**config.mk**
```make
export PLATFORM = sky130hd
export DESIGN_NAME = apb_reg_completer
export DESIGN_NICKNAME = d
export VERILOG_FILES = /design/src/rtl/apb_reg_completer.sv
export SDC_FILE = /design/constraint.sdc
export NUM_CORES = 1
export LEC_CHECK = 0
export ABC_AREA = 1
export CORE_UTILIZATION = 40
export CTS_BUF_LIST = sky130_fd_sc_hd__clkbuf_8
export DETAILED_ROUTE_END_ITERATION = 6
export PLACE_DENSITY = 0.55
export SLEW_MARGIN = 20
export SYNTH_ARGS = -nofsm -noshare
export SYNTH_HDL_FRONTEND = slang
export SYNTH_SLANG_ARGS = --single-unit
```
**constraint.sdc**
```tcl
create_clock -name clk -period 3.4 [get_ports clk]
set_input_delay 0.68 -clock clk [delete_from_list [all_inputs] [get_ports clk]]
set_output_delay 0.68 -clock clk [all_outputs]
set_load 0.02 [all_outputs]
```
**src/rtl/apb_reg_completer.sv**
```systemverilog
// apb_reg_completer: APB4 completer backed by a bank of byte-writable 32-bit
// registers, with programmable wait states and error flagging.
//
// Ports:
//   clk, rst                 clock, asynchronous active-low reset
//   psel, penable, pwrite    APB control
//   paddr, pwdata, pstrb     byte address, write data, byte strobes
//   pprot                    protection (bit 0 = privileged)
//   pready, pslverr, prdata  registered completion, error and read data
module apb_reg_completer #(
  parameter int unsigned DATAWIDTH   = 32,
  parameter int unsigned ADDRWIDTH   = 32,
  parameter int unsigned NUM_REGS    = 16,
  parameter int unsigned WAIT_CYCLES = 1,
  parameter int unsigned PRIV_BASE   = 8
) (
  input  logic                   clk,
  input  logic                   rst,
  input  logic                   psel,
  input  logic                   penable,
  input  logic                   pwrite,
  input  logic [ADDRWIDTH-1:0]   paddr,
  input  logic [DATAWIDTH-1:0]   pwdata,
  input  logic [DATAWIDTH/8-1:0] pstrb,
  input  logic [2:0]             pprot,
  output logic                   pready,
  output logic                   pslverr,
  output logic [DATAWIDTH-1:0]   prdata
);
  localparam int unsigned IDXW  = $clog2(NUM_REGS);
  localparam int unsigned STRBW = DATAWIDTH / 8;
  localparam int unsigned CNTW  = 4;

  typedef enum logic {S_IDLE, S_ACCESS} state_e;

  state_e                 state_q, state_d;
  logic [CNTW-1:0]        cnt_q, cnt_d;
  logic                   write_q, write_d;
  logic [IDXW-1:0]        idx_q, idx_d;
  logic [DATAWIDTH-1:0]   wdata_q, wdata_d;
  logic [STRBW-1:0]       strb_q, strb_d;
  logic                   err_q, err_d;
  logic                   pready_q, pready_d;
  logic                   pslverr_q, pslverr_d;
  logic [DATAWIDTH-1:0]   prdata_q, prdata_d;
  logic [DATAWIDTH-1:0]   regs_q [NUM_REGS];
  logic [DATAWIDTH-1:0]   regs_d [NUM_REGS];

  // Setup-phase decode of the live bus
  logic                   setup;
  logic [IDXW-1:0]        setup_idx;
  logic                   setup_err;
  logic [DATAWIDTH-1:0]   setup_rdata;
  logic [DATAWIDTH-1:0]   acc_rdata;
  logic                   commit;
  logic                   unused_pprot;

  assign setup     = psel && !penable;
  assign setup_idx = paddr[2 +: IDXW];
  // Misaligned, above the register bank, or unprivileged write to a protected index
  assign setup_err = (|paddr[1:0])
                  || (|paddr[ADDRWIDTH-1:IDXW+2])
                  || (pwrite && !pprot[0] && (32'(setup_idx) >= PRIV_BASE));
  assign setup_rdata  = (pwrite || setup_err) ? '0 : regs_q[setup_idx];
  assign acc_rdata    = (write_q || err_q) ? '0 : regs_q[idx_q];
  assign commit       = (state_q == S_ACCESS) && pready_q && psel && penable
                        && write_q && !err_q;
  assign unused_pprot = ^pprot[2:1];

  // Next-state, capture, response and register-update logic
  always_comb begin
    state_d   = state_q;
    cnt_d     = cnt_q;
    write_d   = write_q;
    idx_d     = idx_q;
    wdata_d   = wdata_q;
    strb_d    = strb_q;
    err_d     = err_q;
    pready_d  = 1'b0;
    pslverr_d = 1'b0;
    prdata_d  = '0;
    regs_d    = regs_q;

    case (state_q)
      S_IDLE: begin
        if (setup) begin
          state_d = S_ACCESS;
          cnt_d   = CNTW'(WAIT_CYCLES);
          write_d = pwrite;
          idx_d   = setup_idx;
          wdata_d = pwdata;
          strb_d  = pstrb;
          err_d   = setup_err;
          // Zero-wait: the response must already be up in the first access cycle
          if (WAIT_CYCLES == 0) begin
            pready_d  = 1'b1;
            pslverr_d = setup_err;
            prdata_d  = setup_rdata;
          end
        end
      end
      S_ACCESS: begin
        if (pready_q) begin
          state_d = S_IDLE;
          if (commit) begin
            for (int unsigned b = 0; b < STRBW; b++) begin
              if (strb_q[b]) regs_d[idx_q][8*b +: 8] = wdata_q[8*b +: 8];
            end
          end
        end else if (!psel) begin
          // Abort: drop the transfer without a response
          state_d = S_IDLE;
          cnt_d   = '0;
        end else if (penable && (cnt_q != '0)) begin
          cnt_d = cnt_q - CNTW'(1);
          // Last wait state: launch the registered response
          if (cnt_q == CNTW'(1)) begin
            pready_d  = 1'b1;
            pslverr_d = err_q;
            prdata_d  = acc_rdata;
          end
        end
      end
      default: state_d = S_IDLE;
    endcase
  end

  // State and storage registers
  always_ff @(posedge clk or negedge rst) begin
    if (!rst) begin
      state_q   <= S_IDLE;
      cnt_q     <= '0;
      write_q   <= 1'b0;
      idx_q     <= '0;
      wdata_q   <= '0;
      strb_q    <= '0;
      err_q     <= 1'b0;
      pready_q  <= 1'b0;
      pslverr_q <= 1'b0;
      prdata_q  <= '0;
      regs_q    <= '{default: '0};
    end else begin
      state_q   <= state_d;
      cnt_q     <= cnt_d;
      write_q   <= write_d;
      idx_q     <= idx_d;
      wdata_q   <= wdata_d;
      strb_q    <= strb_d;
      err_q     <= err_d;
      pready_q  <= pready_d;
      pslverr_q <= pslverr_d;
      prdata_q  <= prdata_d;
      regs_q    <= regs_d;
    end
  end

  assign pready  = pready_q;
  assign pslverr = pslverr_q;
  assign prdata  = prdata_q;

endmodule

```
==> metrics.csv, run 1 <==
stage;metric;value;unit
worst_setup_path;Max FO, Critical Path;39;
worst_setup_path;Worst Setup SP;idx_q[0]$_DFFE_PN0P_;
clock_network;Max clock buf depth;3;
outcome;status;complete, no violations;
worst_setup_path;worst r2r src;idx_q[0]$_DFFE_PN0P_;
synthesis;Synth Flop Type;dfrtp_1;
synthesis;synth top area cells;dfrtp_1, nand2_1, o21ai_0, o21ai_1, clkbuf_1;
timing;max_slew headroom;37.3;%
floorplan;std cell rows;95;
global_routing;number of global-route vias before repair;21300;
drt;DR pass1 iterations;6;
clock_network;cts repair resizes;0;
global_routing;grt total ovfl;0;
synthesis;synthesized area per cell;7.71;um2
floorplan;die area;69000;um2
synthesis;top cell type by total area after synthesis;dfrtp_1;
global_routing;first-pass GRT wire length;125000;um
power;leakage power;0.0160;uW
worst_setup_path;FF-to-FF End;regs_q[119]$_DFFE_PN0P_;
clock_network;root cell of the clock tree;clkbuf_8;
min_path;Hold WC Path Type;flip-flop to flip-flop;
timing;Setup-failing EPs final;0;
worst_setup_path;worst setup path end;regs_q[119]$_DFFE_PN0P_;
synthesis;Yosys cell types;25;
worst_setup_path;R2R setup slack;0.55;ns
clock_network;number of CTS-inserted buffers;105;
worst_setup_path;Crit Path Class;flip-flop to flip-flop;
synthesis;Post-Syn Instances;3528;
synthesis;Synth Cell Area;27200;um2
power;Max VDD drop;0.366;mV
timing;endpoints failing hold;0;
drt;Via density;4.92;
min_path;worst hold start;regs_q[65]$_DFFE_PN0P_;
drt;Vias;22300;
synthesis;number of synthesized register bits;593;
finish;layout cells sized above 1;7.43;%
synthesis;syn_nets;3606;
floorplan;initial core utilization;40.5;%
synthesis;Post-synth EDFFs;0;
synthesis;Async SR Flop Fraction;100;%
timing;part of the cycle the worst path needs;83.7;%
drt;drt total wl;77400;um
timing;Final Skew;0.0322;ns
drt;drt drc;0;
worst_setup_path;Critical Path RT;4.01;ns
finish;fin nets;3655;
clock_network;# H-tree levels;3;
clock_network;clk sink count;593;
synthesis;Syn. warnings;0;
synthesis;most common cell in the netlist;nand2_1;
place;post-DP HPWL;46200;um
clock_network;worst-skew pair later-pin latency;0.73;ns
timing;Post-Route Setup TNS;0;ns
power;pwr/cell area;518;nW/um2
worst_setup_path;Setup crit start kind;flip-flop;
floorplan;Top Ports;110;
finish;Layout Utilization;46.3;%
timing;Worst Tran Pin Value;0.941;ns
place;IO buf count;107;
timing;fin crit period;2.85;ns
synthesis;top cells by instance count after synthesis;nand2_1, dfrtp_1, o21ai_0, o21ai_1, clkbuf_1;
place;GP Congestion;0.816;
drt;Routed Antenna Nets;0;
timing;RSZ-0062 raised after global routing;no;
finish;area delta synth->final;14.3;%
drt;initial detailed-routing violation count;1824;
floorplan;Die Wd;263;um
timing;max-slew violation count;0;
clock_network;clock-pin slew on the worst setup and hold paths;0.06;ns
floorplan;Core Region;67200;um2
drt;wire length per cell;17.1;um
global_routing;initial antenna violation count;1;
global_routing;largest net degree at the start of global routing;129;
synthesis;Synth top area share;54.6;%
timing;fmax;0.351;GHz
global_routing;GRT Total Usage;23.0;%
floorplan;DIE HEIGHT;263;um
worst_setup_path;r2r worst-path depth;5;
clock_network;TritonCTS clock tree;yes;
run;maxcap violations;0;
worst_setup_path;Worst EP arrival;3.45;ns
worst_setup_path;crit end category;flip-flop;
synthesis;register area share after synthesis;54.6;%
[registers in the layout, indices dropped and copies added, names as in the netlist]
register,cells
regs_q,512
pready,1
err_q,1
strb_q,4
wdata_q,32
prdata,32
pslverr,1
idx_q,4
state_q,1
cnt_q,4
write_q,1
[placed cells by master, fill, tap and decap left out, types with 14 or more instances in the layout]
cell / instances
clkdlybuf4s50_1: 106
nand2_1: 1946
nor2_1: 91
nand2_4: 33
o21ai_1: 212
inv_1: 82
clkinv_2: 18
dfrtp_1: 591
buf_12: 14
buf_4: 28
o21ai_0: 346
clkbuf_8: 137
[metrics by stage]
stage	total power, uW	setup slack, ns	hold slack, ns	cell area, um2	cells
2_1_floorplan	8410	1.51	0.384	27200	3528
3_3_place_gp	9420	0.383	0.465	28900	4342
3_5_place_dp	9420	0.309	0.473	28900	4342
4_1_cts	16300	0.587	0.467	31100	4535
5_1_grt	16800	0.391	0.492	31100	4536
6_report	16100	0.554	0.481	31100	4536
[area by class of cell]
type / instances / area, um2
multi-input cells: 2670 / 11100
repair buffers: 150 / 1580
diodes: 1 / 2.50
flip-flops and latches: 593 / 14800
clock buffers: 137 / 1890
inverters: 57 / 224
clock inverters: 55 / 307
well taps: 873 / 1090
fillers: 6866 / 36100
[worst max-delay path, cell delays in order (launching register included)]
cell     delay [ns]
dfrtp_4        0.58
inv_8          0.27
nand2_1        0.22
nor2_1         0.75
nand2_1        0.58
o21ai_0        0.32
[power breakdown]
group	internal (uW)	total [uW]	leakage [uW]	switching [uW]
Sequential	7180	7240	0.00821	63.9
Clock	3760	6830	0.00126	3080
Combinational	301	2030	0.00649	1730
Total	11200	16100	0.0160	4870
[cells by family after synthesis]
kind of cell,after synthesis,share of synthesized area (%)
AOI/OAI and AO/OA,559,10.3
DFF,593,54.6
and+or+nand+nor,2109,30.5
buffers and inverters,265,4.50
adders and majority gates,2,0.0920
[worst min-delay path by stage]
stage                                   end  slack, ns  depth (start not counted)
floorplan              cnt_q[0]$_DFFE_PN0P_       0.38                          0
global placement    regs_q[143]$_DFFE_PN0P_       0.47                          2
detailed placement   regs_q[43]$_DFFE_PN0P_       0.47                          2
CTS                  wdata_q[4]$_DFFE_PN0P_       0.47                          2
global route         wdata_q[4]$_DFFE_PN0P_       0.49                          2
finish               regs_q[65]$_DFFE_PN0P_       0.48                          2
[what timing repair did]
item                                    in CTS  in global routing
endpoints found under the setup margin       0                  0
buffers inserted                             0                  0
hold buffers                                 1                  0
endpoints found under the hold margin       44                  0
[layer usage]
metal	vias up	track usage, %	wire length [um]
li1	11200	-	-
met1	10600	32.2	36700
met2	404	37.0	35900
met3	133	3.21	2820
met4	0	6.74	1960
met5	-	0	0
No activity file was read; power rests on OpenSTA's default activity.
==> run 2: changes to the inputs <==
--- a/config.mk
+++ b/config.mk
@@ -9,7 +9,7 @@
 export CORE_UTILIZATION = 40
 export CTS_BUF_LIST = sky130_fd_sc_hd__clkbuf_8
 export DETAILED_ROUTE_END_ITERATION = 6
-export PLACE_DENSITY = 0.55
+export PLACE_DENSITY = 0.57
 export SLEW_MARGIN = 20
 export SYNTH_ARGS = -nofsm -noshare
 export SYNTH_HDL_FRONTEND = slang
==> constraint.sdc (replaced) <==
create_clock -name clk -period 2.4 [get_ports clk]
set_input_delay 0.48 -clock clk [delete_from_list [all_inputs] [get_ports clk]]
set_output_delay 0.48 -clock clk [all_outputs]
set_load 0.02 [all_outputs]
==> metrics.csv, run 2 (synthesized netlist as in run 1, its figures left out) <==
stage;metric;value;unit;change
outcome;status;complete, no violations;;
place;GP Congestion;0.800;;-2.0%
power;pwr/cell area;715;nW/um2;+38%
min_path;Hold WC Path Type;primary input to async pin;;
worst_setup_path;worst r2r src;idx_q[1]$_DFFE_PN0P_;;
clock_network;root cell of the clock tree;clkbuf_8;;
timing;fmax;0.440;GHz;+25%
clock_network;# H-tree levels;3;;unchanged
timing;Setup-failing EPs final;0;;unchanged
worst_setup_path;r2r worst-path depth;6;;+1
timing;endpoints failing hold;0;;unchanged
finish;max reg flops;512;;unchanged
place;IO buf count;107;;unchanged
worst_setup_path;Critical Path RT;2.96;ns;-1.05 ns
clock_network;clk sink count;593;;unchanged
timing;max-slew violation count;0;;unchanged
power;Max VDD drop;0.456;mV;+25%
timing;fin crit period;2.27;ns;-0.575 ns
drt;Routed Antenna Nets;0;;unchanged
finish;fin cells;4579;;+0.95%
global_routing;initial antenna violation count;2;;+1
finish;most common cell after layout, fill and taps aside;nand2_1;;
drt;Via density;4.90;;-0.29%
finish;layout cells sized above 1;8.42;%;+0.99 points
drt;drt drc;0;;unchanged
drt;wire length per cell;16.7;um;-2.1%
finish;Layout Utilization;47.2;%;+0.94 points
timing;max_slew headroom;49.9;%;+13 points
clock_network;clock-pin slew on the worst setup and hold paths;0.06;ns;about the same
global_routing;number of global-route vias before repair;21800;;+2.1%
finish;Design Area, Final;31700;um2;+2.0%
global_routing;first-pass GRT wire length;124000;um;-1.1%
worst_setup_path;Worst EP arrival;2.84;ns;-0.61 ns
drt;Vias;22500;;+0.65%
worst_setup_path;Crit Path Class;flip-flop to flip-flop;;
worst_setup_path;Max FO, Critical Path;50;;+28%
floorplan;Core Region;67200;um2;unchanged
global_routing;GRT Total Usage;22.7;%;-0.25 points
clock_network;TritonCTS clock tree;yes;;
floorplan;Top Ports;110;;unchanged
finish;fin nets;3701;;+1.3%
place;DP Area;29600;um2;+2.5%
timing;Final Skew;0.0230;ns;-0.00925 ns
run;maxcap violations;0;;unchanged
finish;most frequent cells in the layout;nand2_1, dfrtp_1, o21ai_0;;
worst_setup_path;Setup crit start kind;flip-flop;;
timing;Worst Tran Pin Value;0.750;ns;-0.191 ns
floorplan;die area;69000;um2;unchanged
drt;DR pass1 iterations;6;;unchanged
clock_network;worst-skew pair later-pin latency;0.71;ns;-0.02 ns
worst_setup_path;Worst Setup SP;idx_q[1]$_DFFE_PN0P_;;
finish;Largest Register;regs_q;;
place;Placed Cells;4393;;+1.2%
power;leakage power;0.0163;uW;+2.1%
drt;initial detailed-routing violation count;1781;;-2.4%
timing;part of the cycle the worst path needs;94.6;%;+11 points
clock_network;number of CTS-inserted buffers;100;;-4.8%
finish;area delta synth->final;16.6;%;
worst_setup_path;crit end category;flip-flop;;
floorplan;DIE HEIGHT;263;um;unchanged
global_routing;largest net degree at the start of global routing;90;;-30%
floorplan;Die Wd;263;um;unchanged
floorplan;initial core utilization;40.5;%;unchanged
timing;RSZ-0062 raised after global routing;yes;;
drt;drt total wl;76400;um;-1.2%
clock_network;Max clock buf depth;3;;unchanged
place;post-DP HPWL;47000;um;+1.7%
floorplan;std cell rows;95;;unchanged
global_routing;grt total ovfl;0;;unchanged
## run 2: cell count changes in the layout (fill, tap and decap cells not counted), moves of 3 or more
| cell | change |
|---|---|
| buf_12 | +26 |
| buf_4 | +25 |
| clkbuf_8 | -3 |
| clkinv_2 | -10 |
| inv_1 | +3 |
## run 2: cell type report
cell class / instances / area, um2
tap: 873 / 1090
timing repair buffer: 201 / 2280
inverter: 57 / 224
fill: 6797 / 35500
clock buffer: 134 / 1840
multi-input combinational: 2670 / 11100
antenna: 1 / 2.50
clock inverter: 50 / 265
sequential: 593 / 14800
## run 2: metrics by stage
step	setup TNS (ns)	setup WS (ns)	hold slack (ns)	power, uW
final	0	0.129	0.271	22700
after global routing	-0.0116	-0.0116	0.262	23600
after CTS	0	0.0887	0.241	23000
after detailed placement	-0.00839	-0.00382	0.417	13500
after global placement	0	0.0199	0.418	13500
after floorplan	0	0.711	0.184	11900
## run 2: power by group
group          leakage [uW]  switching (uW)  total (uW)  internal (uW)
combinational       0.00687            2460        3030            565
sequential          0.00821            94.9       10300          10200
clock               0.00121            4270        9370           5100
total                0.0163            6830       22700          15800
## run 2: path summary, 6_finish.rpt
| path | slack [ns] | to |
|---|---|---|
| max | 0.13 | regs_q[407]$_DFFE_PN0P_ |
| min | 0.27 | wdata_q[0]$_DFFE_PN0P_ |
| max reg2reg | 0.13 | regs_q[407]$_DFFE_PN0P_ |
| min reg2reg | 0.48 | regs_q[182]$_DFFE_PN0P_ |
| max in group asynchronous | 1.26 | regs_q[298]$_DFFE_PN0P_ |
| min in group clk | 0.33 | wdata_q[30]$_DFFE_PN0P_ |
## run 2: repair_timing
action	CTS	global route
setup endpoints to repair	0	8
hold endpoints to repair	46	0
hold buffers	1	0
gates resized for setup	0	1
buffers inserted	0	0
## run 2: worst max-delay path: stages (launching register included)
cell     delay [ns]
dfrtp_4        0.46
buf_12         0.29
nand2_1        0.19
nor2_2         0.57
nand2_2        0.38
nand2_1        0.14
o21ai_1        0.08
## run 2: layer usage
metal,wire length (um),track usage [%],vias to the layer above
li1,-,-,11300
met1,36000,31.6,10700
met2,35300,36.7,415
met3,3150,3.50,125
met4,1950,6.44,0
met5,0,0,-
